**src/rtl/stopwatch_lap_core.sv**
```systemverilog
// Stopwatch/count-down timer with run/stop/clear FSM, time datapath and lap-snapshot FIFO.
// One-cycle latency on every control pulse; no backpressure: a lap pushed while full is dropped and flagged.
module stopwatch_lap_core #(
    parameter int CLK_HZ    = 100_000_000,
    parameter int TICK_HZ   = 100,
    parameter int HOUR_MAX  = 24,
    parameter int LAP_DEPTH = 4,
    localparam int MS_W  = (TICK_HZ > 1) ? $clog2(TICK_HZ) : 1,
    localparam int HR_W  = (HOUR_MAX > 1) ? $clog2(HOUR_MAX) : 1,
    localparam int CNT_W = $clog2(LAP_DEPTH) + 1
) (
    input  logic             clk,
    input  logic             reset,
    input  logic             i_runstop,
    input  logic             i_clear,
    input  logic             i_lap,
    input  logic             i_lap_rd,
    input  logic             i_mode,
    input  logic [5:0]       i_preset_min,
    input  logic [5:0]       i_preset_sec,
    output logic [MS_W-1:0]  o_msec,
    output logic [5:0]       o_sec,
    output logic [5:0]       o_min,
    output logic [HR_W-1:0]  o_hour,
    output logic             o_running,
    output logic             o_done,
    output logic [MS_W-1:0]  o_lap_msec,
    output logic [5:0]       o_lap_sec,
    output logic [5:0]       o_lap_min,
    output logic [HR_W-1:0]  o_lap_hour,
    output logic             o_lap_valid,
    output logic [CNT_W-1:0] o_lap_cnt,
    output logic             o_lap_ovf
);

    localparam int PRESCALE = CLK_HZ / TICK_HZ;
    localparam int PS_W     = (PRESCALE > 1) ? $clog2(PRESCALE) : 1;
    localparam int PTR_W    = $clog2(LAP_DEPTH);

    localparam logic [PS_W-1:0]  PS_LAST = PS_W'(PRESCALE - 1);
    localparam logic [MS_W-1:0]  MS_LAST = MS_W'(TICK_HZ - 1);
    localparam logic [HR_W-1:0]  HR_LAST = HR_W'(HOUR_MAX - 1);
    localparam logic [CNT_W-1:0] CNT_FULL = CNT_W'(LAP_DEPTH);

    typedef enum logic [1:0] {ST_STOP, ST_RUN, ST_DONE} state_t;

    typedef struct packed {
        logic [HR_W-1:0] hour;
        logic [5:0]      min;
        logic [5:0]      sec;
        logic [MS_W-1:0] msec;
    } lap_t;

    state_t          state_q, state_d;
    logic            mode_q, mode_d;
    logic            done_q, done_d;
    logic [PS_W-1:0] ps_q, ps_d;
    logic [MS_W-1:0] msec_q, msec_d;
    logic [5:0]      sec_q, sec_d;
    logic [5:0]      min_q, min_d;
    logic [HR_W-1:0] hour_q, hour_d;

    logic tick;
    logic time_zero;
    logic one_left;

    lap_t             lap_mem [LAP_DEPTH];
    lap_t             cur_time;
    lap_t             lap_head;
    logic [PTR_W-1:0] wr_ptr, rd_ptr;
    logic [CNT_W-1:0] lap_cnt;
    logic             lap_ovf;
    logic             push_req, push, pop, lap_full;

    assign tick      = (state_q == ST_RUN) && (ps_q == PS_LAST);
    assign time_zero = (msec_q == '0) && (sec_q == '0) && (min_q == '0) && (hour_q == '0);
    assign one_left  = (msec_q == MS_W'(1)) && (sec_q == '0) && (min_q == '0) && (hour_q == '0);

    // Control FSM: clear wins over run/stop, terminal decrement lands in DONE.
    always_comb begin
        state_d = state_q;
        mode_d  = mode_q;
        done_d  = done_q;
        if (i_clear) begin
            state_d = ST_STOP;
            mode_d  = i_mode;
            done_d  = 1'b0;
        end else begin
            case (state_q)
                ST_STOP: begin
                    if (i_runstop) begin
                        mode_d = i_mode;
                        if (i_mode && time_zero) begin
                            state_d = ST_DONE;
                            done_d  = 1'b1;
                        end else begin
                            state_d = ST_RUN;
                        end
                    end
                end
                ST_RUN: begin
                    if (i_runstop) begin
                        state_d = ST_STOP;
                    end else if (tick && mode_q && one_left) begin
                        state_d = ST_DONE;
                        done_d  = 1'b1;
                    end
                end
                ST_DONE: ;
                default: state_d = ST_STOP;
            endcase
        end
    end

    always_comb begin
        ps_d = '0;
        if (!i_clear && state_q == ST_RUN && !tick) begin
            ps_d = ps_q + 1'b1;
        end
    end

    // Time datapath: preset/zero on clear, carry chain up or borrow chain down on tick.
    always_comb begin
        msec_d = msec_q;
        sec_d  = sec_q;
        min_d  = min_q;
        hour_d = hour_q;
        if (i_clear) begin
            msec_d = '0;
            hour_d = '0;
            sec_d  = i_mode ? i_preset_sec : 6'd0;
            min_d  = i_mode ? i_preset_min : 6'd0;
        end else if (tick) begin
            if (!mode_q) begin
                if (msec_q == MS_LAST) begin
                    msec_d = '0;
                    if (sec_q == 6'd59) begin
                        sec_d = '0;
                        if (min_q == 6'd59) begin
                            min_d  = '0;
                            hour_d = (hour_q == HR_LAST) ? '0 : hour_q + 1'b1;
                        end else begin
                            min_d = min_q + 1'b1;
                        end
                    end else begin
                        sec_d = sec_q + 1'b1;
                    end
                end else begin
                    msec_d = msec_q + 1'b1;
                end
            end else if (!time_zero) begin
                if (msec_q != '0) begin
                    msec_d = msec_q - 1'b1;
                end else begin
                    msec_d = MS_LAST;
                    if (sec_q != '0) begin
                        sec_d = sec_q - 1'b1;
                    end else begin
                        sec_d = 6'd59;
                        if (min_q != '0) begin
                            min_d = min_q - 1'b1;
                        end else begin
                            min_d  = 6'd59;
                            hour_d = hour_q - 1'b1;
                        end
                    end
                end
            end
        end
    end

    always_ff @(posedge clk or negedge reset) begin
        if (!reset) begin
            state_q <= ST_STOP;
            mode_q  <= 1'b0;
            done_q  <= 1'b0;
            ps_q    <= '0;
            msec_q  <= '0;
            sec_q   <= '0;
            min_q   <= '0;
            hour_q  <= '0;
        end else begin
            state_q <= state_d;
            mode_q  <= mode_d;
            done_q  <= done_d;
            ps_q    <= ps_d;
            msec_q  <= msec_d;
            sec_q   <= sec_d;
            min_q   <= min_d;
            hour_q  <= hour_d;
        end
    end

    // Lap FIFO: snapshot is the registered (pre-tick) time; a pop frees room for a same-cycle push.
    assign cur_time = {hour_q, min_q, sec_q, msec_q};
    assign lap_full = (lap_cnt == CNT_FULL);
    assign push_req = i_lap && !i_clear && (state_q != ST_DONE);
    assign pop      = i_lap_rd && !i_clear && (lap_cnt != '0);
    assign push     = push_req && (!lap_full || pop);

    always_ff @(posedge clk or negedge reset) begin
        if (!reset) begin
            wr_ptr  <= '0;
            rd_ptr  <= '0;
            lap_cnt <= '0;
            lap_ovf <= 1'b0;
        end else if (i_clear) begin
            wr_ptr  <= '0;
            rd_ptr  <= '0;
            lap_cnt <= '0;
            lap_ovf <= 1'b0;
        end else begin
            if (push) begin
                wr_ptr <= wr_ptr + 1'b1;
            end
            if (pop) begin
                rd_ptr <= rd_ptr + 1'b1;
            end
            if (push && !pop) begin
                lap_cnt <= lap_cnt + 1'b1;
            end else if (pop && !push) begin
                lap_cnt <= lap_cnt - 1'b1;
            end
            if (push_req && lap_full && !pop) begin
                lap_ovf <= 1'b1;
            end
        end
    end

    always_ff @(posedge clk) begin
        if (push) begin
            lap_mem[wr_ptr] <= cur_time;
        end
    end

    assign lap_head = (lap_cnt != '0) ? lap_mem[rd_ptr] : '0;

    assign o_msec      = msec_q;
    assign o_sec       = sec_q;
    assign o_min       = min_q;
    assign o_hour      = hour_q;
    assign o_running   = (state_q == ST_RUN);
    assign o_done      = done_q;
    assign o_lap_msec  = lap_head.msec;
    assign o_lap_sec   = lap_head.sec;
    assign o_lap_min   = lap_head.min;
    assign o_lap_hour  = lap_head.hour;
    assign o_lap_valid = (lap_cnt != '0);
    assign o_lap_cnt   = lap_cnt;
    assign o_lap_ovf   = lap_ovf;

endmodule
```
**config.mk**
```make
export PLATFORM = sky130hd
export DESIGN_NAME = stopwatch_lap_core
export DESIGN_NICKNAME = d
export VERILOG_FILES = /design/src/rtl/stopwatch_lap_core.sv
export SDC_FILE = /design/constraint.sdc
export NUM_CORES = 1
export LEC_CHECK = 0
export CORE_AREA = 10 10 121 123
export DETAILED_ROUTE_END_ITERATION = 7
export DIE_AREA = 0 0 131 133
export GPL_TIMING_DRIVEN = 1
export PLACE_DENSITY = 0.82
export SETUP_SLACK_MARGIN = 0.4
export SYNTH_ARGS = -nofsm -noshare
export SYNTH_HDL_FRONTEND = slang
export SYNTH_SLANG_ARGS = --single-unit
```
**constraint.sdc**
```tcl
create_clock -name clk -period 7.1 [get_ports clk]
set_input_delay 0.71 -clock clk [delete_from_list [all_inputs] [get_ports clk]]
set_output_delay 0.71 -clock clk [all_outputs]
set_load 0.01 [all_outputs]
```
# Word level (Yosys, flattened, before mapping)
# Memory sizes are Yosys's and may differ from the RTL's.
# Cells that the tools add are included.
dict set report totals {
  reg_bits 56
  latch_bits 0
  ram_bits 96
  mem_bits_ro 0
  in_bits 19
  word_cells 165
  mem_count 1
}
# name words width read_ports rd_clocked_by_memory_dff write_ports line_no
set mem_list {}
lappend mem_list {lap_mem 4 24 1 0 1 67} ;# lap_t lap_mem [LAP_DEPTH];
dict set report classes {
  add_sub_neg 13
  n_mul 0
  n_div 0
  magnitude_cmp 0
  n_eq_ne 20
  n_shift 0
  muxes 65
  bitwise 0
  n_reduce_logical 54
}
# cell count
set ops {}
lappend ops {{$mux 6} 20}
lappend ops {{$mux 5} 11}
lappend ops {{$mux 7} 6}
lappend ops {{$mux 24} 1}
lappend ops {{$logic_and 1x1->1} 21}
lappend ops {{$ne 3x3->1 const B} 7}
lappend ops {{$add 20x1->20 const B} 1}
lappend ops {{$eq 20x20->1 const B} 1}
lappend ops {{$mux 20} 1}
lappend ops {{$mux 2} 9}
lappend ops {{$reduce_bool 3->1} 6}
lappend ops {{$add 6x1->6 const B} 2}
lappend ops {{$eq 6x6->1 const B} 2}
lappend ops {{$logic_not 6->1} 2}
lappend ops {{$mux 1} 12}
lappend ops {{$reduce_bool 2->1} 6}
lappend ops {{$reduce_bool 6->1} 2}
lappend ops {{$sub 6x1->6 const B} 2}
lappend ops {{$mux 3} 3}
lappend ops {{$reduce_and 8->1} 1}
lappend ops {{$add 7x1->7 const B} 1}
lappend ops {{$eq 7x1->1 const B} 1}
lappend ops {{$eq 7x7->1 const B} 1}
lappend ops {{$logic_not 7->1} 1}
lappend ops {{other kinds (25)} 32}

# Logic depth before layout (Yosys ltp)
# Gate-level depths: netlist of run 1.
dict set report logic_depth {
  depth_word 10
  ltp_mapped 9
  mapped_depth_nobuf 9
}

# Worst setup path before layout of run 1
# OpenSTA, ideal clock, no wires.
dict set report synth_timing {
  path_type {flip-flop to flip-flop}
  start {reg lap_cnt[1] (netlist: o_lap_cnt[1])}
  end {reg lap_cnt[2] (netlist: o_lap_cnt[2])}
  t_arrival_ns 2.676
  t_required_ns 7.022
  path_slack_ns 4.345
  stages_incl_launch_ff 8
  n_path_buf 0
  cell_sequence {dfrtp_1 or3b_2 o221ai_2 nor2_1 and2_1 fa_1 or4b_2 a21oi_1}
}
dict set report synth_between {
  elab_chain_len 7
  elab_cells_between_ends 16
}
# element line_no
set synth_rtl {}
lappend synth_rtl {{start, declared} 71} ;# logic [CNT_W-1:0] lap_cnt;
lappend synth_rtl {{start signal, assigned} 220} ;# lap_cnt <= lap_cnt + 1'b1;
lappend synth_rtl {{start signal, assigned} 222} ;# lap_cnt <= lap_cnt - 1'b1;
lappend synth_rtl {{parallel branches: the longest is 7 deep, another holds $sub 3x1->3} -}
# Several ways; the timed one is not identified. The select of a mux whose other input is x is not followed.
# A chain may end at the register's enable or synchronous reset.

# Worst setup path in the final report of run 1
dict set report layout_timing {
  start {reg rd_ptr[1]}
  end {out o_lap_sec[4]}
}
dict set report layout_between {
  elab_chain_len 2
}
# element line_no
set layout_rtl {}
lappend layout_rtl {{start, declared} 70} ;# logic [PTR_W-1:0] wr_ptr, rd_ptr;
lappend layout_rtl {{start signal, assigned} 217} ;# rd_ptr <= rd_ptr + 1'b1;
lappend layout_rtl {{$mem_v2 4x24} -}
lappend layout_rtl {{$mux 24} 236} ;# assign lap_head = (lap_cnt != '0) ? lap_mem[rd_ptr] : '0;
lappend layout_rtl {{end, declared} 28} ;# output logic [5:0] o_lap_sec,
# No other way between the ends.

==> results of run 1 <==
-- cells in the final DEF (no fill, tap or decap), drive strengths merged, types with 2 or more instances in the layout --
cell type and instances:
a211oi 8, a21oi 29, a221oi 4, a22o 3, a22oi 3, a31oi 8
and2 32, and3 8, and4 2, buf 8, clkbuf 20, clkdlybuf4s50 72
clkinv 7, dfrtp 56, edfxtp 96, ha 18, inv 21, mux2 4
mux2i 7, mux4 24, nand2 32, nand2b 6, nand3 20, nand4 7
nor2 58, nor2b 5, nor3 18, nor4 5, o21a 2, o21ai 19
o22a 3, o31ai 2, o32a 2, o32ai 2, or2 3, or3 6
or4b 4, xnor2 20, xor2 17
-- metal layers --
metal / share of wire, % / up-vias
met3: 5.4 / 26
met2: 51 / 141
met4: 1.9 / 0
met5: 0 / -
met1: 42 / 2545
li1: - / 2354
-- registers in the layout (all words and copies together) (netlist names) --
name       count
wr_ptr         2
o_done         1
o_hour         5
lap_mem       96
ps_q          20
o_sec          6
o_lap_ovf      1
state_q        2
mode_q         1
o_lap_cnt      3
o_msec         7
o_min          6
rd_ptr         2
-- through the flow --
stage	hold WS, ps	util (%)	setup WS [ps]
floorplan	414	-	4350
global placement	469	67.3	3520
detailed placement	488	67.3	3360
CTS	457	71.7	3710
global route	478	71.7	3600
finish	425	71.7	3730
-- worst max-delay path, stage by stage (launching register included) --
cell	delay [ps]
dfrtp_1	1100
mux4_2	430
and2_1	180
clkdlybuf4s50_1	500
-- cell families (layout without fill, tap and decap cells) --
| group | count (synthesis) | after routing | synth area share [%] |
|---|---|---|---|
| buffers and inverters | 48 | 130 | 2.67 |
| muxes | 35 | 35 | 8.84 |
| and+or+nand+nor | 214 | 214 | 15.5 |
| DFF | 152 | 152 | 57.4 |
| AOI/OAI and AO/OA | 92 | 92 | 7.98 |
| xor gates and xnor gates | 37 | 37 | 4.34 |
| adders and majority gates | 19 | 19 | 3.29 |
-- cell type report --
cell class | instances | area, um^2 | share of cell area, %
Sequential cell | 152 | 4280 | 48.3
Multi-Input combinational cell | 397 | 2980 | 33.6
Timing Repair Buffer | 80 | 778 | 8.78
Clock buffer | 20 | 437 | 4.93
Tap cell | 172 | 215 | 2.43
Clock inverter | 12 | 101 | 1.14
Inverter | 18 | 67.6 | 0.762
-- where the power goes --
part           switching [mW]  leakage [nW]  internal, mW  total (mW)
combinational           0.435          1.33         0.504       0.939
sequential              0.149          1.64          1.06        1.21
clock                   0.343         0.266         0.480       0.822
-- worst paths after layout --
kind / from / to / slack [ps] / cells past startpoint
max in group asynchronous: reset / o_sec[4] / 6190 / 2
hold reg to reg: ps_q[0] / ps_q[0] / 500 / 1
min in group clk: ps_q[0] / ps_q[0] / 500 / 1
setup / recovery: rd_ptr[1] / o_lap_sec[4] / 3730 / 3
setup reg to reg: o_hour[0] / o_sec[3] / 3990 / 8
hold / removal: reset / o_lap_cnt[2] / 420 / 2
==> impl_metrics.py, run 1 <==
metrics = {
    "sta": {
        "tightest_slew_ps": 1160,
        "slew_headroom_pct": 22.5,
        "rsz0062_at_grt": "false",
        "tns_ps": 0,
        "finalSetupViolCount": 0,
        "drv_slew": 0,
        "clock.fmax_mhz": 297,
        "skew_ps": 7.17,
        "fin_crit_sh_pct": 47.4,
        "final-hold-violation-count": 0,
        "min_period_ps": 3370,
    },
    "place": {
        "dp_hpwl_um": 10900,
        "placed_area_um2": 8320,
        "numPortBuffers": 73,
        "finalWeightedCongestion": 0.833,
        "place_inst": 819,
    },
    "synth": {
        "synth_ff_type": "edfxtp_1",
        "ys_seq_area_share_pct": 57.4,
        "synth_edf_count": 96,
        "yosysTopAreaCellShare_pct": 38.6,
        "synthCells": 597,
        "ys_async_sr_fraction_pct": 36.8,
        "synth.most_common_cell": "edfxtp_1",
        "ys_top_cells_by_count": "edfxtp_1, nor2_1, dfrtp_1",
        "synth_area_leaders": "edfxtp_1, dfrtp_1, mux4_2, ha_1, nor2_1",
        "synth_warnings": 0,
        "netlist_area_um2": 7460,
        "synth_nets": 635,
        "yosys.area.top_type": "edfxtp_1",
        "ys_seq_elements": 152,
        "synth.avg_cell_area_um2": 12.5,
        "synth_cell_types": 66,
    },
    "pwr": {
        "p_leak_nw": 3.24,
        "peakVddDrop_v": 0.000159,
        "power.density_nw_per_um2": 335,
        "finalPower_mw": 2.97,
    },
    "grt": {
        "grt_first_pass_wirelength_um": 26700,
        "grt_use_met3_pct": 4.75,
        "antenna_found_initial": 0,
        "globalRouteOverflowTotal": 0,
        "grt_use_met2_pct": 32.2,
        "met1_usage_pct": 24.3,
        "grt_use_total_pct": 19.7,
        "grt.busiest_layer": "met2",
        "first_global_vias": 5114,
        "grt_max_degree": 57,
    },
    "clock_network": {
        "clock-root-buffer": "clkbuf_16",
        "clkLatencyLatePin_ps": 430,
        "htree_levels": 4,
        "cts_max_path_buffers": 2,
        "cts_resized": 0,
        "clock_sinks": 152,
        "ctsHoldBuffers": 0,
        "cts_tree": "done",
        "post_cts_buffers": 0,
        "numCtsBuffers": 17,
        "path_clk_slew_ps": 60,
    },
    "floorplanning": {
        "initial_core_util_pct": 60.4,
        "rows": 41,
        "ioPinCount": 74,
        "fp.dieH_um": 133,
        "die_area_um2": 17400,
        "core_um2": 12400,
        "die_w_um": 131,
    },
    "worst_setup_path": {
        "critPathArrivalTime_ps": 2660,
        "worstPathRequired_ps": 6390,
        "worst-setup-path-type": "flip-flop to output pin",
        "crit_path_end_kind": "output pin",
        "critical_path_peak_fanout": 25,
        "worst_setup_path_start_kind": "flip-flop",
    },
    "finish": {
        "fillers": 796,
        "layout.cells.non_filler": 851,
        "drive_gt1_share_pct": 11.6,
        "nets": 704,
        "design_area_um2": 8860,
        "syn_to_final_growth_pct": 18.8,
        "antennaDiodeCount": 0,
    },
    "drt": {
        "drc": 0,
        "via_per_inst": 5.95,
        "wl_per_cell_um": 19.2,
        "detail_route.first_pass.iterations": 6,
        "initialDrtViolationCount": 448,
        "ant_nets": 0,
        "wirelength_um": 16300,
        "vias": 5066,
    },
    "flow_run": {
        "maxCapViolations": 0,
    },
    "hold_path": {
        "min_path_type": "input port to async pin",
    },
    "outcome": {
        "status": "completed",
    },
}
Note: power is estimated with default switching activity, not from simulation.
==> run 2: changes to the inputs <==
Settings changed: CORE_AREA 10 10 121 123 to 10 10 126 128, DIE_AREA 0 0 131 133 to 0 0 136 138, PLACE_DENSITY 0.82 to 0.75.
Clock period 7.1 ns to 3.4 ns, I/O delays scaled along.
==> run 2 against run 1 <==
Net effect:
- global-route usage shrank 1.8 points
- clock-buffer cell count shrank 3
- combinational power grew 110%
- register-to-register slack lost 3400 ps
- via count is essentially flat
- critical path depth grew 5
- first-iteration DRC count shrank 9.4%
- clock power grew 130%
- critical endpoint is now o_lap_cnt[2]
- largest cell class unchanged
==> impl_metrics.py, run 2 (synthesized netlist as in run 1, its figures left out) <==
metrics = {
    "clock_network": {
        "cts_tree": "done",
        "numCtsBuffers": 17,
        "htree_levels": 4,
        "cts_max_path_buffers": 2,
        "ctsHoldBuffers": 0,
        "path_clk_slew_ps": 60,
        "cts_resized": 0,
        "clock_sinks": 152,
        "post_cts_buffers": 0,
        "clkLatencyLatePin_ps": 440,
        "clock-root-buffer": "clkbuf_16",
    },
    "sta": {
        "rsz0062_at_grt": "false",
        "final-hold-violation-count": 0,
        "min_period_ps": 2850,
        "finalSetupViolCount": 0,
        "slew_headroom_pct": 31.7,
        "tns_ps": 0,
        "drv_slew": 0,
        "fin_crit_sh_pct": 83.7,
        "skew_ps": 8.23,
        "clock.fmax_mhz": 351,
        "tightest_slew_ps": 1020,
    },
    "pwr": {
        "finalPower_mw": 6.37,
        "p_leak_nw": 3.30,
        "power.density_nw_per_um2": 709,
        "peakVddDrop_v": 0.000385,
    },
    "floorplanning": {
        "ioPinCount": 74,
        "fp.dieH_um": 138,
        "die_w_um": 136,
        "initial_core_util_pct": 55.3,
        "die_area_um2": 18800,
        "rows": 43,
        "core_um2": 13500,
    },
    "worst_setup_path": {
        "critical_path_peak_fanout": 8,
        "worst_setup_path_start_kind": "flip-flop",
        "critPathArrivalTime_ps": 3210,
        "worst-setup-path-type": "flip-flop to flip-flop",
        "crit_path_end_kind": "flip-flop",
        "worstPathRequired_ps": 3760,
    },
    "grt": {
        "grt_use_met2_pct": 28.3,
        "globalRouteOverflowTotal": 0,
        "grt.busiest_layer": "met2",
        "antenna_found_initial": 0,
        "grt_use_total_pct": 17.9,
        "grt_use_met3_pct": 5.40,
        "first_global_vias": 4907,
        "grt_max_degree": 46,
        "grt_first_pass_wirelength_um": 26400,
        "met1_usage_pct": 22.8,
    },
    "outcome": {
        "status": "completed",
    },
    "drt": {
        "drc": 0,
        "via_per_inst": 5.85,
        "ant_nets": 0,
        "vias": 5063,
        "detail_route.first_pass.iterations": 5,
        "initialDrtViolationCount": 406,
        "wirelength_um": 16300,
        "wl_per_cell_um": 18.8,
    },
    "finish": {
        "drive_gt1_share_pct": 13.1,
        "final_util_pct": 66.5,
        "largest_reg_flops": 96,
        "most-common-layout-cells": "edfxtp_1, clkdlybuf4s50_1, nor2_1",
        "largest-register": "lap_mem",
        "syn_to_final_growth_pct": 20.4,
        "antennaDiodeCount": 0,
        "final_common_cell": "edfxtp_1",
        "nets": 712,
    },
    "place": {
        "dp_hpwl_um": 10800,
        "numPortBuffers": 73,
        "finalWeightedCongestion": 0.888,
    },
    "hold_path": {
        "min_path_type": "input port to async pin",
    },
    "flow_run": {
        "maxCapViolations": 0,
    },
}
-- run 2: cell count changes in the layout (fill, tap and decap cells not counted), sizes merged --
cell | before | now
inv | 21 | 25
clkinvlp | 1 | 2
bufinv | 1 | 2
clkinv | 7 | 3
buf | 8 | 16
clkbuf | 20 | 17
-- run 2: path summary, 6_finish.rpt --
kind	startpoint	endpoint	slack, ps	cells past startpoint
setup / recovery	o_lap_cnt[1]	o_lap_cnt[2]	550	8
min in group clk	ps_q[0]	ps_q[0]	490	1
max in group asynchronous	reset	o_min[3]	2540	2
hold / removal	reset	rd_ptr[0]	60	1
setup reg to reg	o_lap_cnt[1]	o_lap_cnt[2]	550	8
hold reg to reg	ps_q[0]	ps_q[0]	490	1
-- run 2: layout make-up --
type / instances / area, um^2
Clock buffer: 17 / 425
Tap cell: 180 / 225
Fill cell: 1007 / 4520
Multi-Input combinational cell: 397 / 2980
Inverter: 18 / 67.6
Clock inverter: 14 / 166
Timing Repair Buffer: 88 / 838
Sequential cell: 152 / 4280
-- run 2: metrics by stage --
stage	worst slack [ps]	std cells	instance area, um^2	hold WS [ps]
floorplan	645	597	7460	44.4
global placement	506	835	8390	469
detailed placement	438	835	8390	483
CTS	529	866	8990	119
global route	434	866	8990	143
finish	555	866	8990	64.6
-- run 2: report_power, final --
part	leakage (nW)	switching, mW	total [mW]	internal [mW]
logic	1.37	0.934	2.01	1.08
clock network	0.286	0.794	1.89	1.10
registers	1.64	0.262	2.47	2.21
total	3.30	1.99	6.37	4.38
-- run 2: worst max-delay path, stage by stage, from the launching register on --
cell      delay (ps)
dfrtp_1          420
or3b_2           510
o221ai_2         150
buf_4            190
nor2_1            80
and2_1           170
fa_1             420
or4b_2           680
a21oi_1          150
-- run 2: metal layers --
| layer | share of wire, % | wire length, um |
|---|---|---|
| met2 | 49 | 8050 |
| met1 | 43 | 7040 |
| met3 | 5.7 | 923 |
| met4 | 1.8 | 292 |
| met5 | 0 | 0 |
